**src/rtl/dragster_spi_pkg.sv**
```systemverilog
// Shared frame constants and FSM state type for the dragster SPI register responder.
package dragster_spi_pkg;
    localparam int FRAME_BITS    = 16;
    localparam int DATA_MSB      = 15;
    localparam int READ_FLAG_BIT = 7;
    localparam int ADDR_BITS     = 7;
    localparam int CNT_BITS      = 5;

    typedef enum logic [1:0] {
        ST_IDLE,
        ST_SHIFT,
        ST_COMMIT
    } state_t;
endpackage

```
**src/rtl/spi_input_sync.sv**
```systemverilog
// Synchronizers for sclk/ss_n/mosi plus edge detection of sclk and ss_n in the clk domain.
module spi_input_sync #(
    parameter int SYNC_STAGES = 2
) (
    input  logic clk,
    input  logic reset,
    input  logic sclk,
    input  logic ss_n,
    input  logic mosi,
    output logic mosi_s,
    output logic ss_n_s,
    output logic sclk_rise,
    output logic sclk_fall,
    output logic ss_fall,
    output logic ss_rise
);
    logic [SYNC_STAGES-1:0] sclk_sync;
    logic [SYNC_STAGES-1:0] ss_sync;
    logic [SYNC_STAGES-1:0] mosi_sync;
    logic                   sclk_prev;
    logic                   ss_prev;
    logic                   sclk_now;

    // ss_n chain resets low so a select still held low at reset release does not fake a frame start.
    always_ff @(posedge clk or posedge reset) begin
        if (reset) begin
            sclk_sync <= '0;
            ss_sync   <= '0;
            mosi_sync <= '0;
            sclk_prev <= 1'b0;
            ss_prev   <= 1'b0;
        end else begin
            sclk_sync <= {sclk_sync[SYNC_STAGES-2:0], sclk};
            ss_sync   <= {ss_sync[SYNC_STAGES-2:0], ss_n};
            mosi_sync <= {mosi_sync[SYNC_STAGES-2:0], mosi};
            sclk_prev <= sclk_sync[SYNC_STAGES-1];
            ss_prev   <= ss_sync[SYNC_STAGES-1];
        end
    end

    assign sclk_now = sclk_sync[SYNC_STAGES-1];
    assign ss_n_s   = ss_sync[SYNC_STAGES-1];
    assign mosi_s   = mosi_sync[SYNC_STAGES-1];

    // Gating on the previous select value keeps an sclk edge that coincides with the ss_n rise.
    assign sclk_rise = sclk_now & ~sclk_prev & ~ss_prev;
    assign sclk_fall = ~sclk_now & sclk_prev & ~ss_prev;
    assign ss_fall   = ~ss_n_s & ss_prev;
    assign ss_rise   = ss_n_s & ~ss_prev;
endmodule

```
**src/rtl/dragster_spi_responder.sv**
```systemverilog
// SPI mode-0 register-bank responder: 16-bit frames {data, rd/addr}, optional readback
// on miso when DRAGSTER_SPI_READBACK_EN is defined.
module dragster_spi_responder
    import dragster_spi_pkg::*;
#(
    parameter int NUM_REGS    = 16,
    parameter int SYNC_STAGES = 2
) (
    input  logic                  clk,
    input  logic                  reset,
    input  logic                  sclk,
    input  logic                  ss_n,
    input  logic                  mosi,
    output logic                  miso,
    output logic [NUM_REGS*8-1:0] reg_file,
    output logic                  wr_strobe,
    output logic [ADDR_BITS-1:0]  wr_addr,
    output logic [7:0]            wr_data,
    output logic                  frame_error
);
    // state     | meaning
    // ST_IDLE   | ss_n high, waiting for a select falling edge
    // ST_SHIFT  | ss_n low, shifting frame bits in on sclk rises
    // ST_COMMIT | one cycle after a full frame; write/read-load results are visible

    state_t                  state_q, state_d;
    logic [CNT_BITS-1:0]     bit_cnt_q;
    logic [FRAME_BITS-1:0]   shift_q, shift_d;
    logic [NUM_REGS*8-1:0]   reg_q;
    logic                    mosi_s, ss_n_s, sclk_rise, sclk_fall, ss_fall, ss_rise;
    logic                    shift_en, clear, complete, abort;
    logic [ADDR_BITS-1:0]    frame_addr;
    logic [7:0]              frame_data;
    logic                    frame_rd;
    logic                    addr_hit;
    logic                    wr_hit;

    spi_input_sync #(.SYNC_STAGES(SYNC_STAGES)) u_sync (
        .clk       (clk),
        .reset     (reset),
        .sclk      (sclk),
        .ss_n      (ss_n),
        .mosi      (mosi),
        .mosi_s    (mosi_s),
        .ss_n_s    (ss_n_s),
        .sclk_rise (sclk_rise),
        .sclk_fall (sclk_fall),
        .ss_fall   (ss_fall),
        .ss_rise   (ss_rise)
    );

    assign shift_d    = {shift_q[FRAME_BITS-2:0], mosi_s};
    assign frame_addr = shift_d[ADDR_BITS-1:0];
    assign frame_data = shift_d[DATA_MSB -: 8];
    assign frame_rd   = shift_d[READ_FLAG_BIT];
    assign reg_file   = reg_q;

    always_ff @(posedge clk or posedge reset) begin
        if (reset) state_q <= ST_IDLE;
        else       state_q <= state_d;
    end

    always_comb begin
        state_d  = state_q;
        shift_en = 1'b0;
        clear    = 1'b0;
        complete = 1'b0;
        abort    = 1'b0;
        unique case (state_q)
            ST_IDLE: begin
                if (ss_fall) begin
                    state_d = ST_SHIFT;
                    clear   = 1'b1;
                end
            end
            ST_SHIFT: begin
                if (sclk_rise) begin
                    shift_en = 1'b1;
                    if (bit_cnt_q == CNT_BITS'(FRAME_BITS - 1)) begin
                        complete = 1'b1;
                        state_d  = ST_COMMIT;
                    end
                end
                if (ss_rise && !complete) begin
                    state_d = ST_IDLE;
                    abort   = (bit_cnt_q != '0);
                end
            end
            ST_COMMIT: state_d = ss_n_s ? ST_IDLE : ST_SHIFT;
            default:   state_d = ST_IDLE;
        endcase
    end

    always_comb begin
        addr_hit = 1'b0;
        for (int i = 0; i < NUM_REGS; i++) begin
            if (frame_addr == ADDR_BITS'(i)) addr_hit = 1'b1;
        end
    end

    assign wr_hit = complete & ~frame_rd & addr_hit;

    always_ff @(posedge clk or posedge reset) begin
        if (reset) begin
            bit_cnt_q   <= '0;
            shift_q     <= '0;
            reg_q       <= '0;
            wr_strobe   <= 1'b0;
            wr_addr     <= '0;
            wr_data     <= '0;
            frame_error <= 1'b0;
        end else begin
            wr_strobe   <= wr_hit;
            frame_error <= abort;
            if (clear) begin
                bit_cnt_q <= '0;
                shift_q   <= '0;
            end else if (shift_en) begin
                shift_q   <= shift_d;
                bit_cnt_q <= complete ? '0 : bit_cnt_q + CNT_BITS'(1);
            end
            if (wr_hit) begin
                wr_addr <= frame_addr;
                wr_data <= frame_data;
                for (int i = 0; i < NUM_REGS; i++) begin
                    if (frame_addr == ADDR_BITS'(i)) reg_q[i*8 +: 8] <= frame_data;
                end
            end
        end
    end

`ifdef DRAGSTER_SPI_READBACK_EN
    logic [7:0]            rd_byte;
    logic [FRAME_BITS-1:0] tx_q;

    always_comb begin
        rd_byte = '0;
        for (int i = 0; i < NUM_REGS; i++) begin
            if (frame_addr == ADDR_BITS'(i)) rd_byte = reg_q[i*8 +: 8];
        end
    end

    // Loaded one position low: the trailing sclk fall of the read frame moves the byte MSB to the top.
    always_ff @(posedge clk or posedge reset) begin
        if (reset) begin
            tx_q <= '0;
        end else if (complete) begin
            tx_q <= frame_rd ? {1'b0, rd_byte, 7'b0} : '0;
        end else if (sclk_fall && state_q != ST_IDLE) begin
            tx_q <= {tx_q[FRAME_BITS-2:0], 1'b0};
        end
    end

    assign miso = ss_n_s ? 1'b0 : tx_q[FRAME_BITS-1];
`else
    logic unused_sclk_fall;
    assign unused_sclk_fall = sclk_fall;
    assign miso             = 1'b0;
`endif
endmodule

```
**config.mk**
```make
export PLATFORM = sky130hd
export DESIGN_NAME = dragster_spi_responder
export DESIGN_NICKNAME = d
export VERILOG_FILES = /design/src/rtl/dragster_spi_pkg.sv /design/src/rtl/spi_input_sync.sv /design/src/rtl/dragster_spi_responder.sv
export SDC_FILE = /design/constraint.sdc
export NUM_CORES = 1
export LEC_CHECK = 0
export BUFFER_PORTS_ARGS = -buffer_cell sky130_fd_sc_hd__buf_2
export CORE_MARGIN = 1.5
export CORE_UTILIZATION = 49
export DETAILED_ROUTE_END_ITERATION = 8
export GPL_ROUTABILITY_DRIVEN = 0
export HOLD_SLACK_MARGIN = 0.06
export PLACE_DENSITY = 0.76
export SYNTH_ARGS = -nofsm -noshare
export SYNTH_HDL_FRONTEND = slang
export SYNTH_SLANG_ARGS = --single-unit
```
**constraint.sdc**
```tcl
create_clock -name clk -period 6.16 [get_ports clk]
set_input_delay 1.232 -clock clk [delete_from_list [all_inputs] [get_ports clk]]
set_output_delay 1.232 -clock clk [all_outputs]
set_load 0.01 [all_outputs]
```
==> impl_summary.log, run 1 <==
INFO  metric outcome = finished clean
INFO  metric area_growth = 21.19%
INFO  metric hold_path.class = reg -> reg
INFO  metric cts_tree = built
INFO  metric max_clock_freq = 323.5 MHz
INFO  metric comb_power_share = 2.9%
INFO  metric timing.final.hold_violations = 0
INFO  metric final.hold.worst_slack = 0.3492 ns
INFO  metric cts_resized = 0
INFO  metric power_frac_clock = 47.6%
INFO  metric post_route_cells_drive_above_1_share = 56.08%
INFO  metric synth_area = 6985 sq um
INFO  metric core_region_area = 13880 sq um
INFO  metric first_pass_grt_wire_length = 25030 um
INFO  metric timing.max_cap.violations = 0
INFO  metric final_max_slew_viol_count = 0
INFO  metric pre_cts_slack = 3.046 ns
INFO  metric combinational_family_with_the_most_area_after_synthesis = multiplexers
INFO  metric final_net_count = 614
INFO  metric skew = 0.008046 ns
INFO  metric synth_simple_gate_area_share = 8.239%
INFO  metric effective_utilization_at_floorplan = 50.32%
INFO  metric dp.cells = 767
INFO  metric insertion_delay = 0.43 ns
INFO  metric yosys_warnings = 0
INFO  metric finish.cell_count_without_fillers = 797
INFO  metric irDropWorstVdd = 0.1693 mV
INFO  metric postRouteAntennaNets = 0
INFO  metric async_flop_share = 100.0%
INFO  metric die_width = 122.4 um
INFO  metric arrival_time_of_data_at_the_critical_path_endpoint = 3.40 ns
INFO  metric synth_compound_gate_area_share = 3.332%
INFO  metric setup_ws = 3.069 ns
INFO  metric post_synth_mux_area_share = 22.57%
INFO  metric mapped_nets = 479
INFO  metric path_max_fanout = 20
INFO  metric groute.usage.overall = 22.45%
INFO  metric drc = 0
INFO  metric cts_inserted_buffers = 17
INFO  metric final_total_power = 2.370 mW
INFO  metric worst_setup_hold_path_clk_slew = 0.06 ns
INFO  metric io_pins = 151
INFO  metric finalInstanceArea = 8466 sq um
INFO  metric synth_xor_area_share = 0%
INFO  metric finalCriticalPeriod = 3.091 ns
INFO  metric largest_net_degree_at_the_start_of_global_routing = 129
INFO  metric post_synth_most_frequent_cells = 175 x sky130_fd_sc_hd__dfrtp_1, 140 x sky130_fd_sc_hd__mux2_2, 23 x sky130_fd_sc_hd__clkbuf_1
INFO  metric via_count = 4470
INFO  metric post_synth_fa_ha_maj_area_fraction = 0.5373%
INFO  metric dpl.hpwl = 10270 um
INFO  metric tns = 0 ns
INFO  metric avgSynthCellArea = 14.83 sq um
INFO  metric synth.ff_latch_count = 175
INFO  metric max-slew-margin-rel = 25.60%
INFO  metric htreeDepth = 4
INFO  metric p_switching = 478.8 uW
INFO  metric synth_enable_flop_cells = 0
INFO  metric power.leakage = 4.708 nW
INFO  metric post_synth_num_cell_types = 37
INFO  metric worst_setup_end_kind = flip-flop
INFO  metric finalWirelength = 16130 um
INFO  metric timing.setup.critical_path_class = reg -> reg
INFO  metric area_share_of_the_largest_cell_type_after_synthesis = 62.69%
INFO  metric cts_hold_repair.buffers = 0
INFO  metric floorplan.die.height = 122.4 um
INFO  metric yosysSeqAreaShare = 62.69%
INFO  metric cellPowerDensity = 280.0 nW/um^2
INFO  metric postCtsSetupRepairBufs = 0
INFO  metric power.switching_fraction = 20.20%
INFO  metric grt_setup_unrepaired = false
INFO  metric port-buffer-count = 149
INFO  metric postSynth.topFlopCell = sky130_fd_sc_hd__dfrtp_1
INFO  metric final_core_util = 60.99%
INFO  metric detailed_place.area = 7844 sq um
INFO  metric ctsRootBufferMaster = sky130_fd_sc_hd__clkbuf_16
INFO  metric dieArea = 14980 sq um
INFO  metric setup_crit_start_kind = flip-flop
INFO  metric seqPwrFrac = 49.4%
INFO  metric yosysMostFrequentCell = sky130_fd_sc_hd__dfrtp_1
INFO  metric initialDrtViolationCount = 336
INFO  metric synth_area_leader_cell = sky130_fd_sc_hd__dfrtp_1
INFO  metric setup_viol_count_final = 0
INFO  metric grt_overflow_total = 0
INFO  metric netlist_top_cells_area = sky130_fd_sc_hd__dfrtp_1 63%, sky130_fd_sc_hd__mux2_2 23%, sky130_fd_sc_hd__nand4_2 2.9%
INFO  metric grt_pass1_vias = 4447
INFO  metric grt_antenna_before_repair = 0
INFO  metric power.internal = 1.891 mW
INFO  metric route.detailed.vias_per_inst = 5.609
INFO  metric fp-row-count = 43
INFO  metric critPathRequiredTime = 6.47 ns
INFO  metric route.detailed.wl_per_inst = 20.24 um
INFO  metric antenna-diode-count = 0
INFO  metric cts_num_sinks = 175
INFO  metric worst_pin_slew = 1.113 ns
INFO  metric clk_path_buf_depth = 2
INFO  metric syn-instance-count = 471
INFO  metric detailedRoute.firstPassIterationCount = 4
INFO  metric final.period_utilization = 50.18%
cells in the final DEF (no fill, tap or decap), types with 2 or more instances in the layout:
cell | synthesis | routed
sky130_fd_sc_hd__o21ai_0 | 19 | 19
sky130_fd_sc_hd__nor4b_2 | 3 | 5
sky130_fd_sc_hd__clkinv_2 | 0 | 2
sky130_fd_sc_hd__and4bb_2 | 2 | 2
sky130_fd_sc_hd__clkbuf_8 | 0 | 4
sky130_fd_sc_hd__o31ai_1 | 2 | 2
sky130_fd_sc_hd__ha_1 | 3 | 3
sky130_fd_sc_hd__a21oi_1 | 20 | 20
sky130_fd_sc_hd__mux2_2 | 140 | 140
sky130_fd_sc_hd__bufinv_16 | 0 | 4
sky130_fd_sc_hd__clkbuf_1 | 23 | 3
sky130_fd_sc_hd__buf_2 | 9 | 149
sky130_fd_sc_hd__nand2b_1 | 2 | 2
sky130_fd_sc_hd__inv_1 | 6 | 5
sky130_fd_sc_hd__clkbuf_16 | 0 | 17
sky130_fd_sc_hd__dfrtp_1 | 175 | 175
sky130_fd_sc_hd__nor4_1 | 2 | 2
sky130_fd_sc_hd__buf_4 | 3 | 3
sky130_fd_sc_hd__nand3_1 | 15 | 15
sky130_fd_sc_hd__nand4_2 | 16 | 16
sky130_fd_sc_hd__or4_1 | 4 | 4
sky130_fd_sc_hd__nor3_1 | 2 | 2
sky130_fd_sc_hd__nand4b_1 | 2 | 2
sky130_fd_sc_hd__and2_1 | 4 | 4
flip-flops by register name (all words and copies together), names as in the netlist, 2 cells and up:
signal and cells:
wr_data 8, u_sync.sclk_sync 2, reg_file 128, bit_cnt_q 5
wr_addr 7, state_q 2, shift_q 15, u_sync.ss_sync 2
u_sync.mosi_sync 2
cells by family after synthesis:
group,count (synthesis)
adder cells (fa/ha/maj),3
buffers and inverters,42
AO/OA/AOI/OAI,44
flip-flops,175
other,1
multiplexers,140
AND/OR/NAND/NOR,66
cell type report:
type                       instances  area (sq um)
multi-input combinational        254          2444
tap                              180         225.2
timing repair buffer             152         768.2
fill                            1057          5415
clock inverter                     6         130.1
sequential                       175          4379
inverter                           6         27.53
clock buffer                      24         491.7
path summary, 6_finish.rpt:
kind	slack, ns	endpoint	from	cells after the start
max	3.07	wr_data[0]	bit_cnt_q[0]	6
min	0.35	u_sync.ss_sync[1]	u_sync.ss_sync[0]	0
max reg2reg	3.07	wr_data[0]	bit_cnt_q[0]	6
min reg2reg	0.35	u_sync.ss_sync[1]	u_sync.ss_sync[0]	0
max in group asynchronous	3.82	reg_file[90]	reset	3
min in group asynchronous	1.05	reg_file[22]	reset	2
worst max-delay path, cell delays in order, from the launching register on:
cell and delay [ns]:
sky130_fd_sc_hd__dfrtp_1 0.42, sky130_fd_sc_hd__ha_1 0.21, sky130_fd_sc_hd__and3_1 0.17, sky130_fd_sc_hd__ha_1 0.26
sky130_fd_sc_hd__and3b_1 0.90, sky130_fd_sc_hd__nand3_2 0.56, sky130_fd_sc_hd__mux2_2 0.44
power groups by stage:
stage	Sequential, mW	Clock, mW	Combinational [mW]
2_1_floorplan	1.19	0	0.0590
3_3_place_gp	1.19	0	0.0679
3_5_place_dp	1.19	0	0.0702
4_1_cts	1.17	1.15	0.0705
5_1_grt	1.17	1.19	0.0789
6_report	1.17	1.13	0.0692
metal layers:
metal	track usage [%]	part of all wire, %	vias to the layer above
li1	-	-	1972
met1	31.28	43	2303
met2	34.60	47	183
met3	6.552	9.3	12
met4	6.105	0.82	0
met5	0	0	-
Note: power is estimated with default switching activity, not from simulation.
==> inputs of run 2 (changes only) <==
CORE_UTILIZATION = 54   (was 49)
PLACE_DENSITY = 0.79   (was 0.76)
clock period = 2.9 ns   (was 6.16 ns; I/O delays follow)
==> run 2 against run 1 <==
Compared with the run above:
- sequential power is 110% higher
- total power rose by 100%
- combinational power up 120%
- clock power is 88% higher
- utilization grew 6.0 points
- via count decreased by 0.29%
- cell area is 0.12% lower
- sequential share of layout area is 0.061 points higher
- fmax is 24% higher
- sequential cell count did not move
- critical path type unchanged
==> impl_summary.log, run 2 (synthesis results as in run 1) <==
INFO  metric finish.cell_count_without_fillers = 793 (was 797)
INFO  metric power.leakage = 4.697 nW (was 4.708 nW)
INFO  metric cts_tree = built (unchanged)
INFO  metric drc = 0 (unchanged)
INFO  metric arrival_time_of_data_at_the_critical_path_endpoint = 2.79 ns (was 3.40 ns)
INFO  metric finalWirelength = 15680 um (was 16130 um)
INFO  metric mostFrequentLayoutCells = 175 x sky130_fd_sc_hd__dfrtp_1, 149 x sky130_fd_sc_hd__buf_2, 140 x sky130_fd_sc_hd__mux2_2 (unchanged)
INFO  metric outcome = finished clean (unchanged)
INFO  metric cellPowerDensity = 563.7 nW/um^2 (was 280.0 nW/um^2)
INFO  metric dp.cells = 763 (was 767)
INFO  metric postCtsSetupRepairBufs = 0 (unchanged)
INFO  metric power.internal = 3.739 mW (was 1.891 mW)
INFO  metric cts_num_sinks = 175 (unchanged)
INFO  metric setup_viol_count_final = 0 (unchanged)
INFO  metric timing.max_cap.violations = 0 (unchanged)
INFO  metric dr_wl_met3 = 1408 um (was 1506 um)
INFO  metric final_net_count = 618 (was 614)
INFO  metric largest_net_degree_at_the_start_of_global_routing = 55 (was 129)
INFO  metric antenna-diode-count = 0 (unchanged)
INFO  metric power.switching_fraction = 21.56% (was 20.20%)
INFO  metric layout.filler_cells = 914 (was 1057)
INFO  metric critPathRequiredTime = 3.20 ns (was 6.47 ns)
INFO  metric core_region_area = 12620 sq um (was 13880 sq um)
INFO  metric route.detailed.wl_per_inst = 19.77 um (was 20.24 um)
INFO  metric initialDrtViolationCount = 318 (was 336)
INFO  metric path_buf_inv = 1 (was 0)
INFO  metric power_frac_clock = 44.6% (was 47.6%)
INFO  metric io_pins = 151 (unchanged)
INFO  metric final.period_utilization = 85.72% (was 50.18%)
INFO  metric cts_hold_repair.buffers = 0 (unchanged)
INFO  metric worst_setup_end_kind = flip-flop (unchanged)
INFO  metric max-slew-margin-rel = 21.19% (was 25.60%)
INFO  metric fp-row-count = 41 (was 43)
INFO  metric insertion_delay = 0.42 ns (was 0.43 ns)
INFO  metric worst_pin_slew = 1.180 ns (was 1.113 ns)
INFO  metric route.detailed.vias_per_inst = 5.620 (was 5.609)
INFO  metric skew = 0.007173 ns (was 0.008046 ns)
INFO  metric final_max_slew_viol_count = 0 (unchanged)
INFO  metric detailedRoute.firstPassIterationCount = 4 (unchanged)
INFO  metric grt_setup_unrepaired = false (unchanged)
INFO  metric worst_setup_hold_path_clk_slew = 0.06 ns (about the same)
INFO  metric tns = 0 ns (unchanged)
INFO  metric grt_antenna_before_repair = 0 (unchanged)
INFO  metric hold_path.class = in -> reg (was reg -> reg)
INFO  metric slowest_stage = sky130_fd_sc_hd__dfrtp_1 (was sky130_fd_sc_hd__and3b_1)
INFO  metric grt_pass1_vias = 4599 (was 4447)
INFO  metric dpl.hpwl = 10260 um (was 10270 um)
INFO  metric p_switching = 1.028 mW (was 478.8 uW)
INFO  metric first_pass_grt_wire_length = 24670 um (was 25030 um)
INFO  metric seqPwrFrac = 52.2% (was 49.4%)
INFO  metric timing.final.hold_violations = 0 (unchanged)
INFO  metric irDropWorstVdd = 0.4480 mV (was 0.1693 mV)
INFO  metric max_clock_freq = 402.3 MHz (was 323.5 MHz)
INFO  metric effective_utilization_at_floorplan = 55.35% (was 50.32%)
INFO  metric path_max_fanout = 20 (unchanged)
INFO  metric ctsRootBufferMaster = sky130_fd_sc_hd__clkbuf_16 (unchanged)
INFO  metric postRouteAntennaNets = 0 (unchanged)
INFO  metric grt_overflow_total = 0 (unchanged)
INFO  metric floorplan.die.height = 116.7 um (was 122.4 um)
INFO  metric cts_inserted_buffers = 17 (unchanged)
INFO  metric port-buffer-count = 149 (unchanged)
INFO  metric setup_ws = 0.4141 ns (was 3.069 ns)
INFO  metric critPathMostFrequentCell = sky130_fd_sc_hd__ha_1 (unchanged)
INFO  metric delay_of_the_slowest_cell_on_the_worst_path = 0.42 ns (was 0.90 ns)
INFO  metric setup_crit_start_kind = flip-flop (unchanged)
INFO  metric die_width = 116.7 um (was 122.4 um)
INFO  metric crit_path_cell_trace = ha_1, and3_1, ha_1, and3b_1, buf_4, nand3_2, mux2_2 (was ha_1, and3_1, ha_1, and3b_1, nand3_2, mux2_2)
INFO  metric met1_length = 6711 um (was 6856 um)
INFO  metric top_signal_layer_used = met4 (unchanged)
INFO  metric comb_power_share = 3.2% (was 2.9%)
INFO  metric clk_path_buf_depth = 2 (unchanged)
INFO  metric cts_resized = 0 (unchanged)
INFO  metric groute.usage.overall = 24.40% (was 22.45%)
INFO  metric mostFrequentLayoutCell = sky130_fd_sc_hd__dfrtp_1 (unchanged)
INFO  metric via_count = 4457 (was 4470)
INFO  metric area_growth = 21.05% (was 21.19%)
INFO  metric routed-wl-met2 = 7370 um (was 7633 um)
INFO  metric finalCriticalPeriod = 2.486 ns (was 3.091 ns)
INFO  metric post_route_cells_drive_above_1_share = 56.84% (was 56.08%)
INFO  metric timing.setup.critical_path_class = reg -> reg (unchanged)
INFO  metric dieArea = 13630 sq um (was 14980 sq um)
INFO  metric pre_cts_slack = 0.4129 ns (was 3.046 ns)
INFO  metric max_reg_flops = 128 (unchanged)
INFO  metric htreeDepth = 4 (unchanged)
INFO  metric critPathTopFamily = simple AND/OR/NAND/NOR gates (unchanged)
## run 2: final timing paths
kind / start / endpoint / slack, ns / depth (start not counted)
worst max-delay path: bit_cnt_q[0] / wr_addr[3] / 0.41 / 7
worst min-delay path: ss_n / u_sync.ss_sync[0] / 0.26 / 1
worst max register to register: bit_cnt_q[0] / wr_addr[3] / 0.41 / 7
worst min register to register: u_sync.sclk_sync[0] / u_sync.sclk_sync[1] / 0.35 / 0
max in group asynchronous: reset / reg_file[54] / 1.84 / 3
min in group asynchronous: reset / reg_file[12] / 0.32 / 2
## run 2: power groups by stage
| stage | sequential [mW] | clock [mW] | combinational [mW] |
|---|---|---|---|
| 6_report | 2.49 | 2.13 | 0.154 |
| 5_1_grt | 2.49 | 2.25 | 0.178 |
| 4_1_cts | 2.49 | 2.16 | 0.157 |
| 3_5_place_dp | 2.53 | 0 | 0.155 |
| 3_3_place_gp | 2.53 | 0 | 0.150 |
| 2_1_floorplan | 2.52 | 0 | 0.126 |
## run 2: layout make-up
type                            instances  area (sq um)  share of cell area, %
Sequential cell                       175          4379                  51.79
Multi-Input combinational cell        254          2444                  28.90
Timing Repair Buffer                  156         835.8                  9.885
Clock buffer                           20         466.7                  5.519
Tap cell                              172         215.2                  2.545
Clock inverter                         10         88.84                  1.051
Inverter                                6         26.28                 0.3107
## run 2: metrics by stage
stage | hold slack, ns | area [sq um] | utilization [%] | power [mW]
CTS | 0.2546 | 8456 | 67.00 | 4.806
global route | 0.2516 | 8456 | 67.00 | 4.920
finish | 0.2616 | 8456 | 67.00 | 4.766
floorplan | 0.3312 | 6989 | - | 2.643
global placement | 0.3367 | 7900 | 62.60 | 2.678
detailed placement | 0.3395 | 7900 | 62.60 | 2.686
## run 2: worst reg2reg max path: stages (launching register included)
cell,delay [ns]
sky130_fd_sc_hd__dfrtp_1,0.42
sky130_fd_sc_hd__ha_1,0.22
sky130_fd_sc_hd__and3_1,0.18
sky130_fd_sc_hd__ha_1,0.28
sky130_fd_sc_hd__and3b_1,0.19
sky130_fd_sc_hd__buf_4,0.28
sky130_fd_sc_hd__nand3_2,0.39
sky130_fd_sc_hd__mux2_2,0.41
## run 2: per-layer routing
| metal | vias up | track usage [%] |
|---|---|---|
| li1 | 1978 | - |
| met2 | 180 | 38.36 |
| met4 | 0 | 6.747 |
| met1 | 2282 | 32.37 |
| met5 | - | 0 |
| met3 | 17 | 8.822 |
